<file path="config.mk">
export PLATFORM = sky130hd
export DESIGN_NAME = spi_wb_bridge
export DESIGN_NICKNAME = d
export VERILOG_FILES = /design/src/rtl/spi_wb_pkg.sv /design/src/rtl/spi_wb_sync.sv /design/src/rtl/spi_wb_bridge.sv
export SDC_FILE = /design/constraint.sdc
export NUM_CORES = 1
export LEC_CHECK = 0
export ABC_AREA = 1
export BUFFER_PORTS_ARGS = -buffer_cell sky130_fd_sc_hd__buf_2
export CAP_MARGIN = 0
export CELL_PAD_IN_SITES_DETAIL_PLACEMENT = 0
export CELL_PAD_IN_SITES_GLOBAL_PLACEMENT = 2
export CORE_MARGIN = 1
export CORE_UTILIZATION = 25
export CTS_BUF_LIST = sky130_fd_sc_hd__clkbuf_8
export CTS_CLUSTER_SIZE = 30
export DETAILED_ROUTE_END_ITERATION = 8
export GPL_TIMING_DRIVEN = 1
export HOLD_SLACK_MARGIN = 0.05
export PLACE_DENSITY = 0.73
export SLEW_MARGIN = 10
export SYNTH_ARGS = -nofsm -noshare
export SYNTH_HDL_FRONTEND = slang
export SYNTH_SLANG_ARGS = --single-unit
</file>
<file path="constraint.sdc">
create_clock -name clk_i -period 2.1 [get_ports clk_i]
set_input_delay 0.105 -clock clk_i [delete_from_list [all_inputs] [get_ports clk_i]]
set_output_delay 0.105 -clock clk_i [all_outputs]
set_load 0.02 [all_outputs]
</file>
<file path="src/rtl/spi_wb_pkg.sv">
// spi_wb_pkg: shared states and constants for the SPI-to-Wishbone bridge
package spi_wb_pkg;
  typedef enum logic [1:0] {S_IDLE, S_CMD, S_DATA, S_BUS} state_t;
  localparam int CMD_WE_BIT = 7;
  localparam logic [7:0] READ_ERR_DATA = 8'hFF;
endpackage

</file>
<file path="src/rtl/spi_wb_sync.sv">
// spi_wb_sync: 2-flop synchroniser with rise/fall pulses taken from the synced value
module spi_wb_sync #(
  parameter logic RST_VAL = 1'b0
) (
  input  logic clk_i,
  input  logic rst_ni,
  input  logic d_i,
  output logic q_o,
  output logic rise_o,
  output logic fall_o
);
  logic [2:0] r_s;
  always_ff @(posedge clk_i or negedge rst_ni)
    if (!rst_ni) r_s <= {3{RST_VAL}};
    else r_s <= {r_s[1:0], d_i};
  assign q_o = r_s[1];
  assign rise_o = r_s[1] & ~r_s[2];
  assign fall_o = ~r_s[1] & r_s[2];
endmodule

</file>
<file path="src/rtl/spi_wb_bridge.sv">
// spi_wb_bridge: SPI mode-0 slave issuing 8-bit Wishbone classic cycles from a command byte
// followed by an auto-incrementing read or write burst.
module spi_wb_bridge
  import spi_wb_pkg::*;
#(
  parameter int ADDR_WIDTH = 7,
  parameter int TIMEOUT_CYCLES = 4
) (
  input  logic                  clk_i,
  input  logic                  rst_ni,
  input  logic                  sck_i,
  input  logic                  cs_ni,
  input  logic                  mosi_i,
  output logic                  miso_o,
  output logic                  cyc_o,
  output logic                  stb_o,
  output logic                  we_o,
  output logic [ADDR_WIDTH-1:0] adr_o,
  output logic [7:0]            dat_o,
  input  logic [7:0]            dat_i,
  input  logic                  ack_i,
  input  logic                  err_i,
  input  logic                  rty_i,
  output logic                  bus_error_o
);
  localparam int TW = $clog2(TIMEOUT_CYCLES + 1);
  state_t r_state, w_state_nxt;
  logic w_sck, w_sck_rise, w_sck_fall, w_cs_n, w_cs_rise, w_cs_fall;
  logic [1:0] r_mosi_s;
  logic [2:0] r_bit_cnt;
  logic [7:0] r_rx, r_tx, r_dat;
  logic [6:0] r_adr;
  logic r_we, r_abort, r_bus_error, r_miso;
  logic [TW-1:0] r_tmo;
  logic [7:0] w_byte;
  logic w_byte_done, w_tmo, w_done, w_fault, w_bus_done;
  spi_wb_sync #(.RST_VAL(1'b0)) u_sck (
    .clk_i(clk_i), .rst_ni(rst_ni), .d_i(sck_i),
    .q_o(w_sck), .rise_o(w_sck_rise), .fall_o(w_sck_fall)
  );
  spi_wb_sync #(.RST_VAL(1'b1)) u_cs (
    .clk_i(clk_i), .rst_ni(rst_ni), .d_i(cs_ni),
    .q_o(w_cs_n), .rise_o(w_cs_rise), .fall_o(w_cs_fall)
  );
  assign w_byte = {r_rx[6:0], r_mosi_s[1]};
  assign w_byte_done = w_sck_rise && r_bit_cnt == 3'd7;
  assign w_tmo = r_tmo == TW'(TIMEOUT_CYCLES - 1);
  assign w_done = ack_i | err_i | rty_i | w_tmo;
  assign w_fault = err_i | rty_i | (w_tmo & ~ack_i);
  assign w_bus_done = r_state == S_BUS && w_done;
  always_ff @(posedge clk_i or negedge rst_ni)
    if (!rst_ni) r_state <= S_IDLE;
    else r_state <= w_state_nxt;
  // a frame only starts with sck idle low, as mode 0 requires
  always_comb begin
    w_state_nxt = r_state;
    case (r_state)
      S_IDLE: w_state_nxt = (!w_cs_n && !w_sck) ? S_CMD : S_IDLE;
      S_CMD:  w_state_nxt = w_cs_rise ? S_IDLE : !w_byte_done ? S_CMD : w_byte[CMD_WE_BIT] ? S_DATA : S_BUS;
      S_DATA: w_state_nxt = w_cs_rise ? S_IDLE : w_byte_done ? S_BUS : S_DATA;
      S_BUS:  w_state_nxt = !w_done ? S_BUS : (r_abort || w_cs_rise) ? S_IDLE : S_DATA;
      default: w_state_nxt = S_IDLE;
    endcase
  end
  always_ff @(posedge clk_i or negedge rst_ni)
    if (!rst_ni) begin
      r_mosi_s <= '0;
      r_bit_cnt <= '0;
      r_rx <= '0;
      r_tx <= '0;
      r_dat <= '0;
      r_adr <= '0;
      r_we <= 1'b0;
      r_abort <= 1'b0;
      r_bus_error <= 1'b0;
      r_miso <= 1'b0;
      r_tmo <= '0;
    end else begin
      r_mosi_s <= {r_mosi_s[0], mosi_i};
      if (r_state == S_IDLE) begin
        r_bit_cnt <= '0;
        r_tx <= '0;
        r_miso <= 1'b0;
        r_abort <= 1'b0;
      end else begin
        if (w_sck_rise) begin
          r_rx <= w_byte;
          r_bit_cnt <= r_bit_cnt + 3'd1;
        end
        if (w_sck_fall) r_miso <= r_tx[3'd7 - r_bit_cnt];
        if (r_state == S_BUS && w_cs_rise) r_abort <= 1'b1;
      end
      r_tmo <= (r_state == S_BUS && !w_done) ? r_tmo + TW'(1) : '0;
      if (w_byte_done && !w_cs_rise && r_state == S_CMD) begin
        r_we <= w_byte[CMD_WE_BIT];
        r_adr <= w_byte[6:0];
      end
      // in a read burst each completed byte prefetches the following address
      if (w_byte_done && !w_cs_rise && r_state == S_DATA) begin
        if (r_we) r_dat <= w_byte;
        else r_adr <= r_adr + 7'd1;
      end
      if (w_bus_done && !r_we) r_tx <= w_fault ? READ_ERR_DATA : dat_i;
      if (w_bus_done && r_we && !w_fault) r_adr <= r_adr + 7'd1;
      if (w_cs_fall) r_bus_error <= 1'b0;
      if (w_bus_done && w_fault) r_bus_error <= 1'b1;
    end
  assign cyc_o = r_state == S_BUS;
  assign stb_o = r_state == S_BUS;
  assign we_o = r_we;
  assign adr_o = ADDR_WIDTH'(r_adr);
  assign dat_o = r_dat;
  assign miso_o = r_miso;
  assign bus_error_o = r_bus_error;
endmodule
</file>
**Word level (Yosys, flattened, before mapping)**

Index checks and enable logic that the tools add are counted.

- Register bits: 50
- Bits in latches: 0
- Memory bits (writable): 0
- ROM bits: 0
- Input bits: 16
- Logic and storage cells: 94
- Memories: 0

- Add/subtract/negate cells: 4
- Multiply operators: 0
- Div/mod/pow operators: 0
- $lt $le $gt $ge: 1
- Eq/ne operators: 5
- Shift-type cells: 0
- Mux-type cells: 27
- Bitwise logic cells: 16
- Reduce and logical (&&, ||, !) cells: 27

Operator list:

| kind | number |
|---|---|
| $mux 7 | 4 |
| $mux 8 | 3 |
| $logic_and 1x1->1 | 12 |
| $mux 1 | 10 |
| $mux 2 | 5 |
| $reduce_bool 2->1 | 5 |
| $mux 3 | 3 |
| $pmux 2 s4 | 1 |
| $add 7x1->7 const B | 1 |
| $add 3x1->3 const B | 2 |
| $logic_not 1->1 | 6 |
| $not 1->1 | 6 |
| $and 1x1->1 | 5 |
| $or 1x1->1 | 5 |
| $eq 2x2->1 const B | 2 |
| $lt 3x4->1 const B | 1 |
| $reduce_and 2->1 | 2 |
| $bmux 1 s3 | 1 |
| $eq 3x2->1 const B | 1 |
| $eq 3x3->1 const B | 1 |
| $sub 3x3->3 const A | 1 |
| $eq 2x1->1 const B | 1 |
| $logic_not 2->1 | 1 |
| $logic_or 1x1->1 | 1 |

**Longest topological paths before layout**

Gate-level depths: netlist (run 1).

- Depth after elaboration: 9
- Gate-level depth with buffers: 10
- Depth with buffers taken out: 10

**Modules after synthesis**

Synthesis (run 1) repeated with hierarchy kept, for this count alone.

- Cells, all modules: 264
- Area total of the unflattened synthesis: 2,302.2 um2

By module, submodules not included:

| module | instances | cells each | area an instance (um2) |
|---|---|---|---|
| spi_wb_bridge | 1 | 250 | 2,118.3 |
| spi_wb_sync at u_cs | 1 | 7 | 93.8 |
| spi_wb_sync at u_sck | 1 | 7 | 90.1 |

**Worst setup path after synthesis (run 1)**

No wires, ideal clock.

- Path type: register -> register
- From: register r_tmo[0]
- To: register r_adr[4], in the netlist adr_o[4]
- Data arrival time: 1.399 ns
- Path slack: 0.636 ns
- Stages on the path, launching flop included: 10
- Buffers on the path: 0
- Clock period less this slack: 1.464 ns
- Path through: dfrtp_1 -> ha_1 -> ha_1 -> nor2_1 -> nand2_1 -> nand2_4 -> nor2_2 -> nor2_2 -> nand2_1 -> nand2_1

- Word-level cells in the longest chain between the ends: 6
- Elaborated cells between the ends (all ways): 9
- Classes of those cells: eq/ne: 1; mux: 1; bitwise: 3; reduce/logical: 4

RTL lines:

| item | line | source |
|---|---|---|
| from (decl) | spi_wb_bridge.sv:34 | `logic [TW-1:0] r_tmo;` |
| from (signal assigned) | spi_wb_bridge.sv:93 | `r_tmo <= (r_state == S_BUS && !w_done) ? r_tmo + TW'(1) : '0;` |
| $eq 3x2->1 * | spi_wb_bridge.sv:47 | `assign w_tmo = r_tmo == TW'(TIMEOUT_CYCLES - 1);` |
| $and 1x1->1 or $or 1x1->1 (tied branches) | spi_wb_bridge.sv:49, spi_wb_bridge.sv:48 |  |
| $or 1x1->1 or $logic_and 1x1->1 (tied branches) | spi_wb_bridge.sv:49, spi_wb_bridge.sv:50 |  |
| $logic_not 1->1 or $logic_and 1x1->1 (tied branches) | spi_wb_bridge.sv:104 | `if (w_bus_done && r_we && !w_fault) r_adr <= r_adr + 7'd1;` |
| $logic_and 1x1->1 * | spi_wb_bridge.sv:104 |  |
| $mux 7 * | spi_wb_bridge.sv:104 |  |
| to (signal assigned) | spi_wb_bridge.sv:96 | `r_adr <= w_byte[6:0];` |
| to (signal assigned) | spi_wb_bridge.sv:101 | `else r_adr <= r_adr + 7'd1;` |
| to (signal assigned) | spi_wb_bridge.sv:104 |  |
| to (decl) | spi_wb_bridge.sv:32 | `logic [6:0] r_adr;` |

Every way passes the cells marked *; elsewhere a longest branch is shown, timed or not.
A chain may end at the register's enable or synchronous reset.

**Final worst setup path (run 1)**

- From: register r_tmo[0]
- To: register r_adr[2], in the netlist adr_o[2]

Same word-level chain as after synthesis.

==> Implementation_results.wiki, run 1 <==
{| class="wikitable"
! Metric !! Value
|-
| Outcome || finished, violations left
|-
| Violated checks || design-rule violations
|-
| Psw || ~0.56 mW
|-
| Die Outline Area || approximately 9800 um2
|-
| Count of buffers inserted at the top-level ports || 35
|-
| Number of antenna violations at the first check in global routing || 0
|-
| Die outline width || between 90 and 100 um
|-
| Family with the most delay on the worst path || simple AND/OR/NAND/NOR gates
|-
| Remaining global-route overflow || 0
|-
| Critical Path RT || 2350 ps
|-
| Hold violation count in the final report || 0
|-
| Cell type with the highest occurrence count on the critical path || sky130_fd_sc_hd__nand2_1
|-
| Switching Share || between 20% and 30%
|-
| Clock Sinks || 50
|-
| Clock root buffer || sky130_fd_sc_hd__clkbuf_8
|-
| I/O pin count || 36
|-
| Clk pwr share || 29.2%
|-
| Routed Wire Length || between 5000 and 6000 um
|-
| Cell with the most instances after synthesis || sky130_fd_sc_hd__nand2_1
|-
| DR vias/cell || around 4.2
|-
| Portion of total power attributed to combinational logic || approximately an eighth
|-
| Crit path capture type || flop
|-
| Leading register cell type out of synthesis || sky130_fd_sc_hd__dfrtp_1
|-
| RSZ-0062 raised after global routing || no
|-
| WL/cell || roughly 12 um
|-
| Relative contribution of sequential cells to total power || between 50 and 60%
|-
| Crit Path Max Fanout || 7
|-
| Data arrival time of the critical path || 2000 ps
|-
| Sequential share of the synthesized area || approximately 53%
|-
| Number of buffers inserted by post-CTS setup repair || 0
|-
| Top-area cell type share of the netlist area || between 40% and 50%
|-
| Residual DRC count || 2
|-
| Number of buffers inserted during clock tree synthesis || 5
|-
| Seq cells post-synth || 50
|-
| Maximum number of pins on one net before global-route repair || 22
|-
| Total negative setup slack || 0 ps
|-
| Worst-case clock skew || 10.3 ps
|-
| Syn Nets || slightly below 300
|-
| Count of nets after finishing || between 300 and 400
|-
| Worst min-delay path class || input port to flop
|-
| Share of the core filled with cells in the final layout || a little under a third
|-
| Total Routing Usage GR || 11.2%
|-
| Count of inserted antenna diode cells || 0
|-
| Maximum capacitance violations || 0
|-
| Number of instances in the synthesized netlist || 275
|-
| Worst Tran Pin Value || about 470 ps
|-
| Distinct cell type count after synthesis || 24
|-
| Total of warnings raised by yosys || 0
|-
| Global placement routability congestion || a little over 0.7
|-
| Launching element type of the critical path || flop
|-
| Via count || about 1,900
|-
| IR Drop Worst-Case VDD || 216 uV
|-
| Residual antenna-violating net count after detailed routing || 0
|-
| Reg clk slew, reported paths || 100 ps
|-
| Chain of cells forming the critical path || ha_1 > ha_1 > nor2_1 > nand2_1 > nand2_4 > nor2_2 > nor2_2 > nand2_1 > nand2_1
|-
| Crit path max-delay cell type || sky130_fd_sc_hd__dfrtp_1
|-
| CP Class || flop to flop
|-
| Share of async-settable or async-resettable flops after synthesis || 100%
|-
| Internal Pwr Total || between 1 and 1.5 mW
|-
| Number of rows created at floorplan || 35
|-
| Max-Slew Margin vs Limit || between 60 and 70%
|-
| Top post-synthesis cells by count || sky130_fd_sc_hd__nand2_1, sky130_fd_sc_hd__dfrtp_1, sky130_fd_sc_hd__inv_1, sky130_fd_sc_hd__nand3_1, sky130_fd_sc_hd__o21ai_1
|-
| First-pass detailed-route iteration total || 6
|-
| Crit path buf inv count || 0
|-
| Final setup violation count || 0
|-
| Final number of max-transition violations || 0
|-
| Number of levels in the clock H-tree || 2
|-
| Initial core utilization || 25.6%
|-
| Total area of multi-input combinational cells || 930 um2
|-
| Clock insertion delay at the later pin of the skew report || 310 ps
|-
| Post-Synthesis Cell Area || 2360 um2
|-
| Pwr/cell area || between 600 and 700 nW/um2
|-
| Max Clock Freq || roughly 0.57 GHz
|-
| Slowest stage delay, CP || between 300 and 400 ps
|-
| Number of global-route vias before repair || ~1,800
|-
| Sequential standard cell area || ~1300 um2
|-
| Share of post-route cells with drive strength above 1 || roughly a quarter
|-
| Detailed router's first-iteration violation count || around 120
|-
| Leakage power || roughly 1.4 nW
|-
| Most area-hungry cell type in the Yosys netlist || sky130_fd_sc_hd__dfrtp_1
|-
| Syn Area/Cell || approximately 8.6 um2
|-
| Number of enable-type register cells in the synthesized netlist || 0
|-
| Final critical delay including setup and external delays || about 1700 ps
|-
| Wire length of the first global-routing pass || roughly 8700 um
|-
| Fraction of the cycle the final worst path needs || approximately 83%
|-
| Area of the placeable core || between 9000 and 10,000 um2
|-
| Max Root-Sink Buffers || 2
|-
| Relative area change from synthesis to final layout || 20.4%
|-
| CTS tree || built
|-
| Final HPWL from detailed placement || around 3800 um
|-
| Number of inserted filler cells in the final layout || 990
|-
| Chip height || between 90 and 100 um
|-
| Top cells by area, synth || sky130_fd_sc_hd__dfrtp_1, sky130_fd_sc_hd__nand2_1, sky130_fd_sc_hd__inv_1
|}
through the flow:
stage	cell area [um2]	setup WS (ps)	cells	hold slack, ps	total power, mW
global route	2840	204	437	70.2	2.02
global placement	2660	408	420	86.9	1.37
floorplan	2360	636	275	-191	1.27
detailed placement	2660	398	420	93.4	1.37
finish	2840	352	437	56.4	1.91
CTS	2840	366	437	50.2	1.95
flip-flops by register name (all words and copies together) (netlist names):
register / cells
dat_o: 8
r_tx: 8
adr_o: 7
r_rx: 7
r_bit_cnt: 3
r_tmo: 3
u_cs.r_s: 3
u_sck.r_s: 3
r_mosi_s: 2
r_state: 2
bus_error_o: 1
miso_o: 1
r_abort: 1
we_o: 1
layout make-up:
type	instances	area share [%]
well taps	111	4.89
repair buffers	46	9.88
inverters	39	5.16
multi-input cells	183	32.8
clock buffers	5	2.43
clock inverters	3	0.661
flip-flops and latches	50	44.2
cell families after synthesis:
| group | share of synthesized area, % |
|---|---|
| compound gates | 10.4 |
| xor+xnor | 1.11 |
| fa+ha+maj | 2.65 |
| buf+inv | 7.32 |
| simple gates | 25.3 |
| flops | 53.2 |
path summary, 6_finish.rpt:
path,startpoint,depth (start not counted),slack (ps),end
max,r_tmo[0],9,350,adr_o[2]
min,dat_i[0],3,60,r_tx[0]
min in group asynchronous,rst_ni,2,280,r_tx[4]
max reg2reg,r_tmo[0],9,350,adr_o[2]
max in group asynchronous,rst_ni,3,1170,u_cs.r_s[2]
min reg2reg,r_mosi_s[0],0,360,r_mosi_s[1]
tightest hold or removal path: stages:
cell,delay (ps)
sky130_fd_sc_hd__buf_2,70
sky130_fd_sc_hd__o21ai_0,70
sky130_fd_sc_hd__o21ai_1,80
cells in the final DEF (no fill, tap or decap), drive strengths merged:
master,instances
nand2,94
dfrtp,47
inv,40
o21ai,38
buf,37
nor2,22
nand3,16
dlygate4sd3,9
ha,5
clkbuf,5
xor2,3
dfstp,3
nand4,2
clkinvlp,2
nand3b,1
o211ai,1
o22ai,1
layer usage:
layer,global-route usage [%],part of all wire (%),up-vias
met4,5.43,1.9,0
met2,18.0,46,22
met5,0,0,-
li1,-,-,959
met1,14.9,49,862
met3,1.69,2.4,7
power groups by stage:
stage | Clock, mW | Sequential [mW] | Combinational (mW)
final | 0.560 | 1.10 | 0.253
after global routing | 0.620 | 1.11 | 0.289
after CTS | 0.588 | 1.10 | 0.261
after detailed placement | 0 | 1.12 | 0.247
after global placement | 0 | 1.12 | 0.246
after floorplan | 0 | 1.11 | 0.167
what timing repair did:
| item | CTS | global route |
|---|---|---|
| hold buffers | 9 | 0 |
| endpoints found under the hold margin | 27 | 0 |
| gates resized for setup | 0 | 0 |
Power figures use the tool's default switching activity.
==> run 2, diff against run 1 <==
==> constraint.sdc (replaced) <==
create_clock -name clk_i -period 1.8 [get_ports clk_i]
set_input_delay 0.09 -clock clk_i [delete_from_list [all_inputs] [get_ports clk_i]]
set_output_delay 0.09 -clock clk_i [all_outputs]
set_load 0.02 [all_outputs]
==> Implementation_results.wiki, run 2 (same netlist as run 1, synthesis figures left out) <==
{| class="wikitable"
! Metric !! Value
|-
| Outcome || finished, violations left
|-
| Violated checks || design-rule violations
|-
| Number of antenna violations at the first check in global routing || 0
|-
| Number of buffers inserted during clock tree synthesis || 5
|-
| Clock insertion delay at the later pin of the skew report || 310 ps
|-
| Final HPWL from detailed placement || 3770 um
|-
| RSZ-0062 raised after global routing || no
|-
| Number of inserted filler cells in the final layout || approximately 1,000
|-
| Final number of max-transition violations || 0
|-
| Count of buffers inserted at the top-level ports || 35
|-
| Remaining global-route overflow || 0
|-
| Count of nets after finishing || between 300 and 400
|-
| Worst min-delay path class || input port to flop
|-
| Psw || ~0.66 mW
|-
| CTS tree || built
|-
| Final setup violation count || 0
|-
| IR Drop Worst-Case VDD || between 200 and 300 uV
|-
| Worst-case clock skew || approximately 9.9 ps
|-
| Pwr/cell area || approximately 820 nW/um2
|-
| Chip height || around 99 um
|-
| Reg clk slew, reported paths || 100 ps
|-
| Crit Path Max Fanout || 16
|-
| Overall power of the completed layout || between 2 and 2.5 mW
|-
| Share of post-route cells with drive strength above 1 || between 20% and 30%
|-
| Detailed router's first-iteration violation count || 61
|-
| Count of inserted antenna diode cells || 0
|-
| Total area of multi-input combinational cells || ~930 um2
|-
| Maximum number of pins on one net before global-route repair || 24
|-
| Number of levels in the clock H-tree || 2
|-
| Fraction of the cycle the final worst path needs || between 80% and 90%
|-
| Most common cell after layout, fill and taps aside || sky130_fd_sc_hd__nand2_1
|-
| Relative area change from synthesis to final layout || 22.7%
|-
| Global placement routability congestion || ~0.74
|-
| Sequential standard cell area || between 1000 and 1500 um2
|-
| Maximum capacitance violations || 0
|-
| Relative contribution of sequential cells to total power || a little over half
|-
| Wire length of the first global-routing pass || roughly 8800 um
|-
| Final critical delay including setup and external delays || ~1600 ps
|-
| Total negative setup slack || 0 ps
|-
| Total Routing Usage GR || between 10% and 20%
|-
| Internal Pwr Total || 1.73 mW
|-
| Hold violation count in the final report || 0
|-
| Number of buffers inserted by post-CTS setup repair || 0
|-
| Residual antenna-violating net count after detailed routing || 0
|-
| Routed Wire Length || ~5100 um
|-
| Switching Share || 27.6%
|-
| Max Clock Freq || 0.628 GHz
|-
| Die outline width || ~99 um
|-
| Portion of total power attributed to combinational logic || 13.0%
|-
| Most used cells in the layout excluding fill and tap cells || sky130_fd_sc_hd__nand2_1, sky130_fd_sc_hd__dfrtp_1, sky130_fd_sc_hd__inv_1, sky130_fd_sc_hd__buf_2
|-
| DR vias/cell || around 4.3
|-
| Number of global-route vias before repair || around 1,800
|-
| Clock Sinks || 50
|-
| Critical Path RT || 1990 ps
|-
| Data arrival time of the critical path || roughly 1800 ps
|-
| WL/cell || 11.7 um
|-
| Via count || ~1,900
|-
| Crit path capture type || flop
|-
| Max-Slew Margin vs Limit || around 64%
|-
| Leakage power || roughly 1.5 nW
|-
| Area of the placeable core || between 9000 and 10,000 um2
|-
| Initial core utilization || roughly a quarter
|-
| Number of rows created at floorplan || 35
|-
| Clock root buffer || sky130_fd_sc_hd__clkbuf_8
|-
| I/O pin count || 36
|-
| Die Outline Area || 9820 um2
|-
| CP Class || flop to flop
|-
| Worst Tran Pin Value || approximately 530 ps
|-
| Launching element type of the critical path || flop
|-
| Max Root-Sink Buffers || 2
|-
| First-pass detailed-route iteration total || 6
|-
| Clk pwr share || between 30% and 40%
|-
| Residual DRC count || 2
|}
==> run 2: timing repair <==
action / in CTS / in global routing
resized for setup: 0 / 1
hold endpoints to repair: 31 / 0
setup endpoints to repair: 0 / 3
hold buffers: 11 / 0
==> run 2: area by class of cell <==
type,count,area share (%)
Inverter,39,5.06
Timing Repair Buffer,49,10.6
Multi-Input combinational cell,183,32.3
Tap cell,111,4.80
Clock inverter,3,1.43
Clock buffer,5,2.38
Sequential cell,50,43.4
==> run 2: metrics by stage <==
stage	instances	hold slack, ps	util, %	area (um2)	setup WS [ps]
floorplan	275	-206	-	2360	336
global placement	421	96.0	29.0	2670	195
detailed placement	421	106	29.0	2670	146
CTS	440	55.3	31.4	2890	113
global route	440	73.5	31.5	2890	72.7
finish	440	51.0	31.5	2890	209
==> run 2: worst paths after layout <==
path                                    from           to  slack, ps  depth (start not counted)
worst max-delay path            r_bit_cnt[1]     dat_o[3]        210                          7
worst min-delay path                dat_i[0]      r_tx[0]         50                          3
worst max register to register  r_bit_cnt[1]     dat_o[3]        210                          7
worst min register to register   r_mosi_s[0]  r_mosi_s[1]        350                          0
max in group asynchronous             rst_ni  u_cs.r_s[2]        830                          3
min in group asynchronous             rst_ni     dat_o[6]        300                          2
==> run 2: power groups by stage <==
stage	clock (mW)	combinational, mW	sequential, mW
finish	0.794	0.309	1.28
floorplan	0	0.194	1.29
CTS	0.819	0.320	1.28
global placement	0	0.301	1.30
detailed placement	0	0.300	1.31
global route	0.843	0.361	1.29
==> run 2: routing by layer <==
metal	vias to the layer above	routed length [um]	global-route usage [%]
li1	966	-	-
met1	873	2440	14.1
met2	31	2440	19.6
met3	11	142	1.90
met4	0	106	5.09
met5	-	0	0
==> run 2: worst max-delay path: stages, from the launching register on <==
cell,delay [ps]
sky130_fd_sc_hd__dfrtp_1,400
sky130_fd_sc_hd__ha_1,170
sky130_fd_sc_hd__ha_1,150
sky130_fd_sc_hd__nand3_2,120
sky130_fd_sc_hd__nor2_2,160
sky130_fd_sc_hd__nand2_2,250
sky130_fd_sc_hd__nand2_1,170
sky130_fd_sc_hd__o21ai_2,60
==> run 3, diff against run 2 <==
--- a/config.mk
+++ b/config.mk
@@ -7,7 +7,6 @@
 export LEC_CHECK = 0
 export ABC_AREA = 1
 export BUFFER_PORTS_ARGS = -buffer_cell sky130_fd_sc_hd__buf_2
-export CAP_MARGIN = 0
 export CELL_PAD_IN_SITES_DETAIL_PLACEMENT = 0
 export CELL_PAD_IN_SITES_GLOBAL_PLACEMENT = 2
 export CORE_MARGIN = 1
@@ -21,4 +20,5 @@
 export SLEW_MARGIN = 10
 export SYNTH_ARGS = -nofsm -noshare
 export SYNTH_HDL_FRONTEND = slang
+export SYNTH_HIERARCHICAL = 1
 export SYNTH_SLANG_ARGS = --single-unit
==> Implementation_results.wiki, run 3 <==
{| class="wikitable"
! Metric !! Value
|-
| Outcome || finished, violations left
|-
| Violated checks || design-rule violations
|-
| Fraction of the cycle the final worst path needs || between 80% and 90%
|-
| CTS tree || built
|-
| Data arrival time of the critical path || around 1800 ps
|-
| Relative area change from synthesis to final layout || 22.7%
|-
| Top post-synthesis cells by count || sky130_fd_sc_hd__nand2_1, sky130_fd_sc_hd__dfrtp_1, sky130_fd_sc_hd__inv_1, sky130_fd_sc_hd__o21ai_0, sky130_fd_sc_hd__nand3_1
|-
| Reg clk slew, reported paths || around 90 ps
|-
| Launching element type of the critical path || flop
|-
| Leading register cell type out of synthesis || sky130_fd_sc_hd__dfrtp_1
|-
| Crit Path Max Fanout || 8
|-
| Worst r2r src || r_tmo[0]
|-
| Max Clock Freq || 0.622 GHz
|-
| Share of async-settable or async-resettable flops after synthesis || 100%
|-
| Min-delay src || err_i
|-
| Sequential share of the synthesized area || a little over half
|-
| Number of rows created at floorplan || 34
|-
| Most area-hungry cell type in the Yosys netlist || sky130_fd_sc_hd__dfrtp_1
|-
| Top cells by area, synth || sky130_fd_sc_hd__dfrtp_1, sky130_fd_sc_hd__nand2_1, sky130_fd_sc_hd__inv_1
|-
| Count of inserted antenna diode cells || 0
|-
| Max-Slew Margin vs Limit || between 60% and 70%
|-
| Residual antenna-violating net count after detailed routing || 0
|-
| IR Drop Worst-Case VDD || 260 uV
|-
| Via count || about 1,800
|-
| Pwr/cell area || approximately 780 nW/um2
|-
| Synthesized-area fraction occupied by xor and xnor cells || under 10%
|-
| Total Routing Usage GR || ~12%
|-
| Hold Path Sink || r_tmo[1]
|-
| Relative contribution of sequential cells to total power || approximately 57%
|-
| Share of synthesized area spent on multiplexers || 0%
|-
| Hold path cells || 6
|-
| Seq cells post-synth || 50
|-
| Die Outline Area || about 9600 um2
|-
| Chain of cells forming the critical path || ha_1 > ha_1 > nand2_1 > nand2_1 > nor2_1 > nand2_2 > nand2_2 > nand2_1 > nand2_1 > inv_1
|-
| Number of levels in the clock H-tree || 2
|-
| Clock insertion delay at the later pin of the skew report || ~300 ps
|-
| Post-Synthesis Cell Area || ~2300 um2
|-
| Clk pwr share || between 20% and 30%
|-
| Worst R2R End || adr_o[5]
|-
| Critical Path RT || roughly 2000 ps
|-
| Cell type with the highest occurrence count on the critical path || sky130_fd_sc_hd__nand2_1
|-
| Crit path max-delay cell type || sky130_fd_sc_hd__dfrtp_1
|-
| Remaining global-route overflow || 0
|-
| Final critical delay including setup and external delays || 1610 ps
|-
| Wire length of the first global-routing pass || between 8000 and 9000 um
|-
| Count of nets after finishing || 340
|-
| Distinct cell type count after synthesis || 25
|-
| Share of post-route cells with drive strength above 1 || a little under a fifth
|-
| Maximum capacitance violations || 0
|-
| Main combinational cell family by area after synthesis || simple AND/OR/NAND/NOR gates
|-
| Syn Nets || ~290
|-
| Most used cells in the layout excluding fill and tap cells || sky130_fd_sc_hd__nand2_1, sky130_fd_sc_hd__dfrtp_1, sky130_fd_sc_hd__inv_1, sky130_fd_sc_hd__buf_2, sky130_fd_sc_hd__o21ai_0
|-
| Residual DRC count || 3
|-
| Total negative setup slack || 0 ps
|-
| Number of buffers inserted during clock tree synthesis || 5
|-
| Portion of total power attributed to combinational logic || between 10% and 20%
|-
| Crit path capture type || flop
|-
| CP Class || flop to flop
|-
| Worst-case clock skew || approximately 3 ps
|-
| Initial core utilization || around a quarter
|-
| First-pass detailed-route iteration total || 6
|-
| Number of cell instances on the worst register-to-register path || 10
|-
| Leakage power || 1.42 nW
|-
| Number of antenna violations at the first check in global routing || 0
|-
| Share of the core filled with cells in the final layout || roughly 32%
|-
| Final setup violation count || 0
|-
| Die outline width || slightly below 100 um
|-
| Count of buffers inserted at the top-level ports || 35
|-
| Area of the placeable core || 8810 um2
|-
| Post-synthesis share of cell area spent on full adders, half adders and majority gates || 2.72%
|-
| Register-to-register setup slack || 190 ps
|-
| Max Root-Sink Buffers || 2
|-
| Most common cell after layout, fill and taps aside || sky130_fd_sc_hd__nand2_1
|-
| Post_cts resized || 0
|-
| Chip height || slightly below 100 um
|-
| Number of global-route vias before repair || 1,790
|-
| Cell with the most instances after synthesis || sky130_fd_sc_hd__nand2_1
|-
| Final worst hold slack || ~260 ps
|-
| Number of enable-type register cells in the synthesized netlist || 0
|-
| I/O pin count || 36
|-
| Routed Wire Length || a little over 5000 um
|-
| Worst Tran Pin Value || about 550 ps
|-
| WL/cell || around 12 um
|-
| Clock root buffer || sky130_fd_sc_hd__clkbuf_8
|-
| Hold violation count in the final report || 0
|-
| Worst min-delay path class || input port to flop
|-
| Maximum number of pins on one net before global-route repair || 30
|-
| RSZ-0062 raised after global routing || no
|-
| Psw || between 0.6 and 0.7 mW
|-
| Top-area cell type share of the netlist area || between 50% and 60%
|-
| Final number of max-transition violations || 0
|-
| DR vias/cell || ~4.2
|-
| Simple-gate area share of the yosys netlist || 21.9%
|-
| Synth Area in Compound Gates || about 11%
|-
| Total of warnings raised by yosys || 6
|-
| Final HPWL from detailed placement || approximately 3700 um
|-
| Internal Pwr Total || about 1.6 mW
|-
| Syn Area/Cell || between 8 and 9 um2
|-
| Global placement routability congestion || 0.775
|-
| Detailed router's first-iteration violation count || 48
|-
| Clock Sinks || 50
|-
| Slowest stage delay, CP || just under 400 ps
|-
| Switching Share || 28.1%
|-
| Number of instances in the synthesized netlist || between 200 and 300
|}
## run 3: changes by cell type after synthesis, sizes merged
cell	change
nand2	-27
o21a	+8
nand3	+7
o21ai	-3
nor2	+2
a21oi	+1
buf	+1
inv	+1
nand3b	-1
nand4	-1
xnor2	+1
## run 3: layer usage
| metal | vias up | global-route usage, % | part of all wire [%] |
|---|---|---|---|
| li1 | 943 | - | - |
| met1 | 835 | 16.7 | 52 |
| met2 | 28 | 17.2 | 44 |
| met3 | 4 | 2.15 | 3.4 |
| met4 | 0 | 4.20 | 0.91 |
| met5 | - | 0 | 0 |
## run 3: how the worst max path moves through the flow
stage / endpoint / slack (ps) / cells after the start / start
after floorplan: dat_o[6] / 240 / 9 / r_bit_cnt[0]
after global placement: adr_o[5] / 190 / 10 / r_tmo[0]
after detailed placement: adr_o[5] / 200 / 10 / r_tmo[0]
after CTS: adr_o[5] / 170 / 10 / r_tmo[0]
after global routing: r_tx[3] / 10 / 8 / r_tmo[0]
final: adr_o[5] / 190 / 10 / r_tmo[0]
## run 3: cell type report
class | instances | area, um2
clock buffers | 5 | 68.8
clock inverters | 2 | 10.0
fillers | 938 | 5980
inverters | 40 | 150
multi-input cells | 170 | 860
flip-flops and latches | 50 | 1250
well taps | 108 | 135
repair buffers | 52 | 345
## run 3: through the flow
| step | total power, mW | cells | cell area [um2] | setup slack [ps] |
|---|---|---|---|---|
| 2_1_floorplan | 1.44 | 264 | 2300 | 236 |
| 3_3_place_gp | 1.58 | 408 | 2630 | 192 |
| 3_5_place_dp | 1.58 | 408 | 2630 | 196 |
| 4_1_cts | 2.24 | 427 | 2820 | 168 |
| 5_1_grt | 2.34 | 427 | 2820 | 12.9 |
| 6_report | 2.19 | 427 | 2820 | 193 |
## run 3: what timing repair did
item,CTS,global route
hold endpoints to repair,29,0
setup buffers,0,0
hold buffers,12,0
## run 3: logic make-up after synthesis
group	after synthesis
simple gates	115
flops	50
compound gates	46
buf+inv	44
fa+ha+maj	5
xor+xnor	4
## run 3: worst max-delay path: cells and delay by family, from the launching register on
family        cells  cell delay (ps)
fa+ha+maj         2              390
buf+inv           1               30
flops             1              390
simple gates      7              690
## run 3: power groups by stage
| stage | Clock [mW] | Sequential, mW | Combinational [mW] |
|---|---|---|---|
| 6_report | 0.628 | 1.26 | 0.308 |
| 5_1_grt | 0.707 | 1.27 | 0.359 |
| 4_1_cts | 0.665 | 1.26 | 0.319 |
| 3_5_place_dp | 0 | 1.28 | 0.297 |
| 3_3_place_gp | 0 | 1.28 | 0.296 |
| 2_1_floorplan | 0 | 1.28 | 0.160 |
